File: config.mk
export PLATFORM = sky130hd
export DESIGN_NAME = regfile_wb_arbiter
export DESIGN_NICKNAME = d
export VERILOG_FILES = /design/src/rtl/regfile_wb_arbiter.sv
export SDC_FILE = /design/constraint.sdc
export NUM_CORES = 1
export LEC_CHECK = 0
export BUFFER_PORTS_ARGS = -buffer_cell sky130_fd_sc_hd__clkbuf_2
export CORE_ASPECT_RATIO = 1.5
export CORE_MARGIN = 3
export CORE_UTILIZATION = 42
export CTS_BUF_LIST = sky130_fd_sc_hd__clkbuf_4
export CTS_CLUSTER_SIZE = 12
export DETAILED_ROUTE_END_ITERATION = 16
export PLACE_DENSITY = 0.83
export SYNTH_ARGS = -nofsm -noshare
export SYNTH_HDL_FRONTEND = slang
export SYNTH_SLANG_ARGS = --single-unit
File: constraint.sdc
create_clock -name Clk -period 1.3 [get_ports Clk]
set_input_delay 0.13 -clock Clk [delete_from_list [all_inputs] [get_ports Clk]]
set_output_delay 0.13 -clock Clk [all_outputs]
set_load 0.05 [all_outputs]
File: src/rtl/regfile_wb_arbiter.sv
// Write-back arbiter: shares the register-file write port among NUM_REQ sources and drops $zero writes.
// Define RFARB_ROUND_ROBIN_EN for rotating priority; otherwise the lowest valid index wins.
module regfile_wb_arbiter #(
    parameter int NUM_REQ = 3,
    parameter int DATA_W  = 32,
    parameter int ADDR_W  = 5
) (
    input  logic                      Clk,
    input  logic                      Rst,
    input  logic                      WbHold,
    input  logic [NUM_REQ-1:0]        ReqValid,
    input  logic [NUM_REQ*ADDR_W-1:0] ReqReg,
    input  logic [NUM_REQ*DATA_W-1:0] ReqData,
    output logic [NUM_REQ-1:0]        ReqReady,
    output logic                      RegWrite,
    output logic [ADDR_W-1:0]         WriteReg,
    output logic [DATA_W-1:0]         WriteData,
    output logic [$clog2(NUM_REQ)-1:0] GrantId
);

    localparam int ID_W = $clog2(NUM_REQ);

    logic [ADDR_W-1:0] regOf  [NUM_REQ];
    logic [DATA_W-1:0] dataOf [NUM_REQ];

    logic              grantValid;
    logic [ID_W-1:0]   grantIdx;
    logic [ID_W-1:0]   candIdx;
    logic [ADDR_W-1:0] selReg;
    logic [DATA_W-1:0] selData;

    for (genvar g = 0; g < NUM_REQ; g++) begin : gSlice
        assign regOf[g]  = ReqReg[g*ADDR_W +: ADDR_W];
        assign dataOf[g] = ReqData[g*DATA_W +: DATA_W];
    end

`ifdef RFARB_ROUND_ROBIN_EN
    logic [ID_W-1:0] rrPtr;
`endif

    // Grant selection; ReqReady is forced low during reset and hold
    always_comb begin
        ReqReady   = '0;
        grantValid = 1'b0;
        grantIdx   = '0;
        candIdx    = '0;
        selReg     = '0;
        selData    = '0;
        if (!Rst && !WbHold) begin
`ifdef RFARB_ROUND_ROBIN_EN
            for (int k = 0; k < NUM_REQ; k++) begin
                candIdx = ID_W'((int'(rrPtr) + k) % NUM_REQ);
                if (!grantValid && ReqValid[candIdx]) begin
                    grantValid = 1'b1;
                    grantIdx   = candIdx;
                end
            end
`else
            // Scanning downward lets the lowest valid index overwrite the rest
            for (int i = NUM_REQ - 1; i >= 0; i--) begin
                candIdx = ID_W'(i);
                if (ReqValid[candIdx]) begin
                    grantValid = 1'b1;
                    grantIdx   = candIdx;
                end
            end
`endif
            if (grantValid) begin
                ReqReady[grantIdx] = 1'b1;
                selReg             = regOf[grantIdx];
                selData            = dataOf[grantIdx];
            end
        end
    end

    // Registered write port; a $zero grant still updates index/data/id but never enables the write
    always_ff @(posedge Clk or posedge Rst) begin
        if (Rst) begin
            RegWrite  <= 1'b0;
            WriteReg  <= '0;
            WriteData <= '0;
            GrantId   <= '0;
        end else if (grantValid) begin
            RegWrite  <= (selReg != '0);
            WriteReg  <= selReg;
            WriteData <= selData;
            GrantId   <= grantIdx;
        end else begin
            RegWrite  <= 1'b0;
        end
    end

`ifdef RFARB_ROUND_ROBIN_EN
    always_ff @(posedge Clk or posedge Rst) begin
        if (Rst) begin
            rrPtr <= '0;
        end else if (grantValid) begin
            rrPtr <= (grantIdx == ID_W'(NUM_REQ - 1)) ? '0 : grantIdx + 1'b1;
        end
    end
`endif

endmodule
==> metrics.md <==
| Metric | Value |
|---|---|
| Setup ws final | `between 10 and 15 ps` |
| Final Instance Area | `about 3400 µm²` |
| P&R area growth vs syn | `51.0%` |
| Worst VDD drop | `between 0.0007 and 0.0008 V` |
| Cells after Synth | `~230` |
| Num CTS Buffers | `5` |
| Post-DP HPWL | `about 5200 µm` |
| CP endpoint | `ReqReady[2]` |
| Worst path slowest cell | `or3b_4` |
| CP max stage delay | `420 ps` |
| Cell Chain, Critical Path | `buf_6 > or3b_4 > buf_6 > nor3_4 > buf_8` |
| Post-synthesis mux area share | `0.155` |
| Post-synthesis adder-cell area fraction | `0` |
| Reg2reg path depth | `1` |
| Starting Density | `0.438` |
| Reg clk slew, reported paths | `120 ps` |
| Critical path startpoint category | `primary input` |
| Via Count | `between 2000 and 2500` |
| Final weighted congestion in routability-driven placement | `~0.9` |
| Worst R2R Start | `WriteReg[4]$_DFFE_PP0P_` |
| Post-synth top area share | `0.442` |
| Pwr dens | `around 1100 nW/µm²` |
| Core Region | `5160 µm²` |
| R2r setup slk | `between 600 and 700 ps` |
| Total Routing Usage GR | `0.211` |
| TritonCTS clock tree | `built` |
| Worst path required time | `between 1000 and 1500 ps` |
| IO Pins | `between 150 and 200` |
| CP Class | `primary input to output pin` |
| CTS max path bufs | `2` |
| Max Clk Rate | `~780 MHz` |
| Hold Startpoint | `ReqReg[0]` |
| Slew Viols, Final | `0` |
| Commonest non-fill, non-tap cell in the layout | `clkbuf_2` |
| DRC viols | `0` |
| Die height | `roughly 96 µm` |
| Max cap viols | `0` |
| RSZ-0062 raised after global routing | `true` |
| Diode count | `0` |
| Synth Area in Compound Gates | `0.259` |
| Net Count, Synth | `~340` |
| Sink Count | `40` |
| Yosys cell types | `21` |
| Antenna viol nets, final | `0` |
| Initial DRC Count | `around 150` |
| Antenna violations before repair | `0` |
| CP startpoint | `ReqValid[0]` |
| Site Rows | `32` |
| Xor/xnor cell area share of the yosys netlist | `0` |
| # fillers | `427` |
| R2r endpoint | `WriteReg[4]$_DFFE_PP0P_` |
| Final core utilization | `0.662` |
| Post-Synth Simple-Gate Area | `0.0956` |
| Top cell by count, worst path | `buf_6` |
| Pin count of the biggest net entering global routing | `36` |
| First-pass GRT wire length | `about 10000 µm` |
| Avg Vias per Cell | `between 5 and 6` |
| GR Overflow Total | `0` |
| Yosys reg bits | `40` |
| Die W | `66.0 µm` |
| Final period util | `0.989` |
| Die area | `6330 µm²` |
| Hold Fails Final Rpt | `0` |
| Largest cells by area after synthesis | `dfrtp_1 (44%), mux2i_1 (15%), a211oi_1 (12%)` |
| Hold Crit Class | `primary input to flip-flop` |
| H-tree levels | `2` |
| Clock Skew | `0 ps` |
| Post-Syn Area | `2260 µm²` |
| Share of layout cells above drive strength 1 | `0.515` |
| Pre-CTS WS | `-436 ps` |
| Drt pass-1 iters | `4` |
| Placed cell area | `between 3000 and 4000 µm²` |
| CP Max Fanout | `13` |
| Final period demand of the worst path | `between 1000 and 1500 ps` |
| Max-Slew Margin vs Limit | `0.761` |
| Setup violations, final | `0` |
| Sequential share of the synthesized area | `0.442` |
| Syn avg cell area | `around 10 µm²` |
| Clk_lat worst skew | `between 300 and 400 ps` |
| Setup crit end kind | `output pin` |
| CTS root buffer | `clkbuf_4` |
| WP data arrival | `~1200 ps` |
| Slew of the pin with the lowest slew margin | `approximately 360 ps` |
| Leak Pwr | `around 2.1 nW` |
| Commonest non-fill, non-tap cells in the layout | `clkbuf_2 (154), dfrtp_1 (40), a21o_1 (37)` |
| Combinational family with the most area after synthesis | `compound AO/OA/AOI/OAI gates` |
| Drt wl/cell | `14.4 µm` |
| Status | `completed` |
| Synth Warn # | `0` |
| Vias in the first global route | `2392` |
| Port bufs | `between 150 and 200` |
| Routed wire length | `6700 µm` |
| # nets final | `around 510` |
| Biggest area consumer among synthesized cells | `dfrtp_1` |
logic make-up (layout without fill, tap and decap cells):
logic type / count (synthesis) / count (layout)
compound gates: 79 / 79
simple gates: 49 / 49
flops: 40 / 40
mux: 35 / 35
buf+inv: 22 / 195
worst max-delay path, delay by kind of cell:
kind,cells,cell delay [ps]
AND/OR/NAND/NOR,2,580
buffers and inverters,3,440
layout make-up:
| class | instances | area (µm²) | share of cell area |
|---|---|---|---|
| Timing Repair Buffer | 186 | 1060 | 0.309 |
| Sequential cell | 40 | 1000 | 0.293 |
| Clock inverter | 3 | 18.8 | 0.00549 |
| Tap cell | 68 | 85.1 | 0.0249 |
| Inverter | 1 | 3.75 | 0.00110 |
| Multi-Input combinational cell | 163 | 1220 | 0.356 |
| Clock buffer | 5 | 37.5 | 0.0110 |
stage by stage:
stage                     total power [mW]  hold WS, ps  cells  setup TNS, ps
after floorplan                       2.71          321    225          -1680
after detailed placement              3.23          320    455         -12170
after global routing                  4.04          146    466          -3.70
final                                 3.84          131    466              0
after CTS                             3.87          105    465          -54.6
after global placement                3.19          318    455         -10700
routing by layer:
metal | up-vias | share of wire | GRT usage
met1 | 1092 | 0.35 | 0.224
met2 | 109 | 0.56 | 0.411
met3 | 9 | 0.078 | 0.0444
met4 | 0 | 0.018 | 0.0610
met5 | - | 0 | 0
li1 | 1172 | - | -
power by group:
part	switching, mW	internal (mW)
sequential	0.108	1.44
clock	0.422	0.208
combinational	1.14	0.527
total	1.66	2.18
sequential cells by signal, summed over array words and instances, names as in the netlist:
name,flops
WriteReg,5
RegWrite,1
GrantId,2
WriteData,32
worst min path at each step:
stage,endpoint,slack (ps),depth (start not counted)
floorplan,ReqReady[2],320,1
global placement,WriteData[24]$_DFFE_PP0P_,320,4
detailed placement,WriteData[24]$_DFFE_PP0P_,320,4
CTS,WriteReg[0]$_DFFE_PP0P_,100,3
global route,WriteReg[0]$_DFFE_PP0P_,150,3
finish,WriteReg[0]$_DFFE_PP0P_,130,3
what timing repair did:
action / 4_1_cts / 5_1_grt
setup buffers: 1 / 0
cloned: 0 / 1
hold endpoints to repair: 40 / 0
pin swaps: 1 / 1
endpoints found under the setup margin: 4 / 4
hold buffers: 1 / 0
gates resized for setup: 10 / 9
cells in the mapped netlist:
cell type and instances:
inv_1 1, a211oi_1 37, or3_1 1, dfrtp_1 40, mux2i_1 35, nand2_1 3
nor2_1 36, buf_4 3, and3b_1 2, or4_1 1, and2_1 1, nand2b_1 1
o21ai_0 2, buf_2 13, nor3b_1 1, nor3_1 2, o22ai_1 1, or3b_1 1
a21o_1 37, o211ai_1 2, clkbuf_1 5
(Power assumes the default switching activity.)
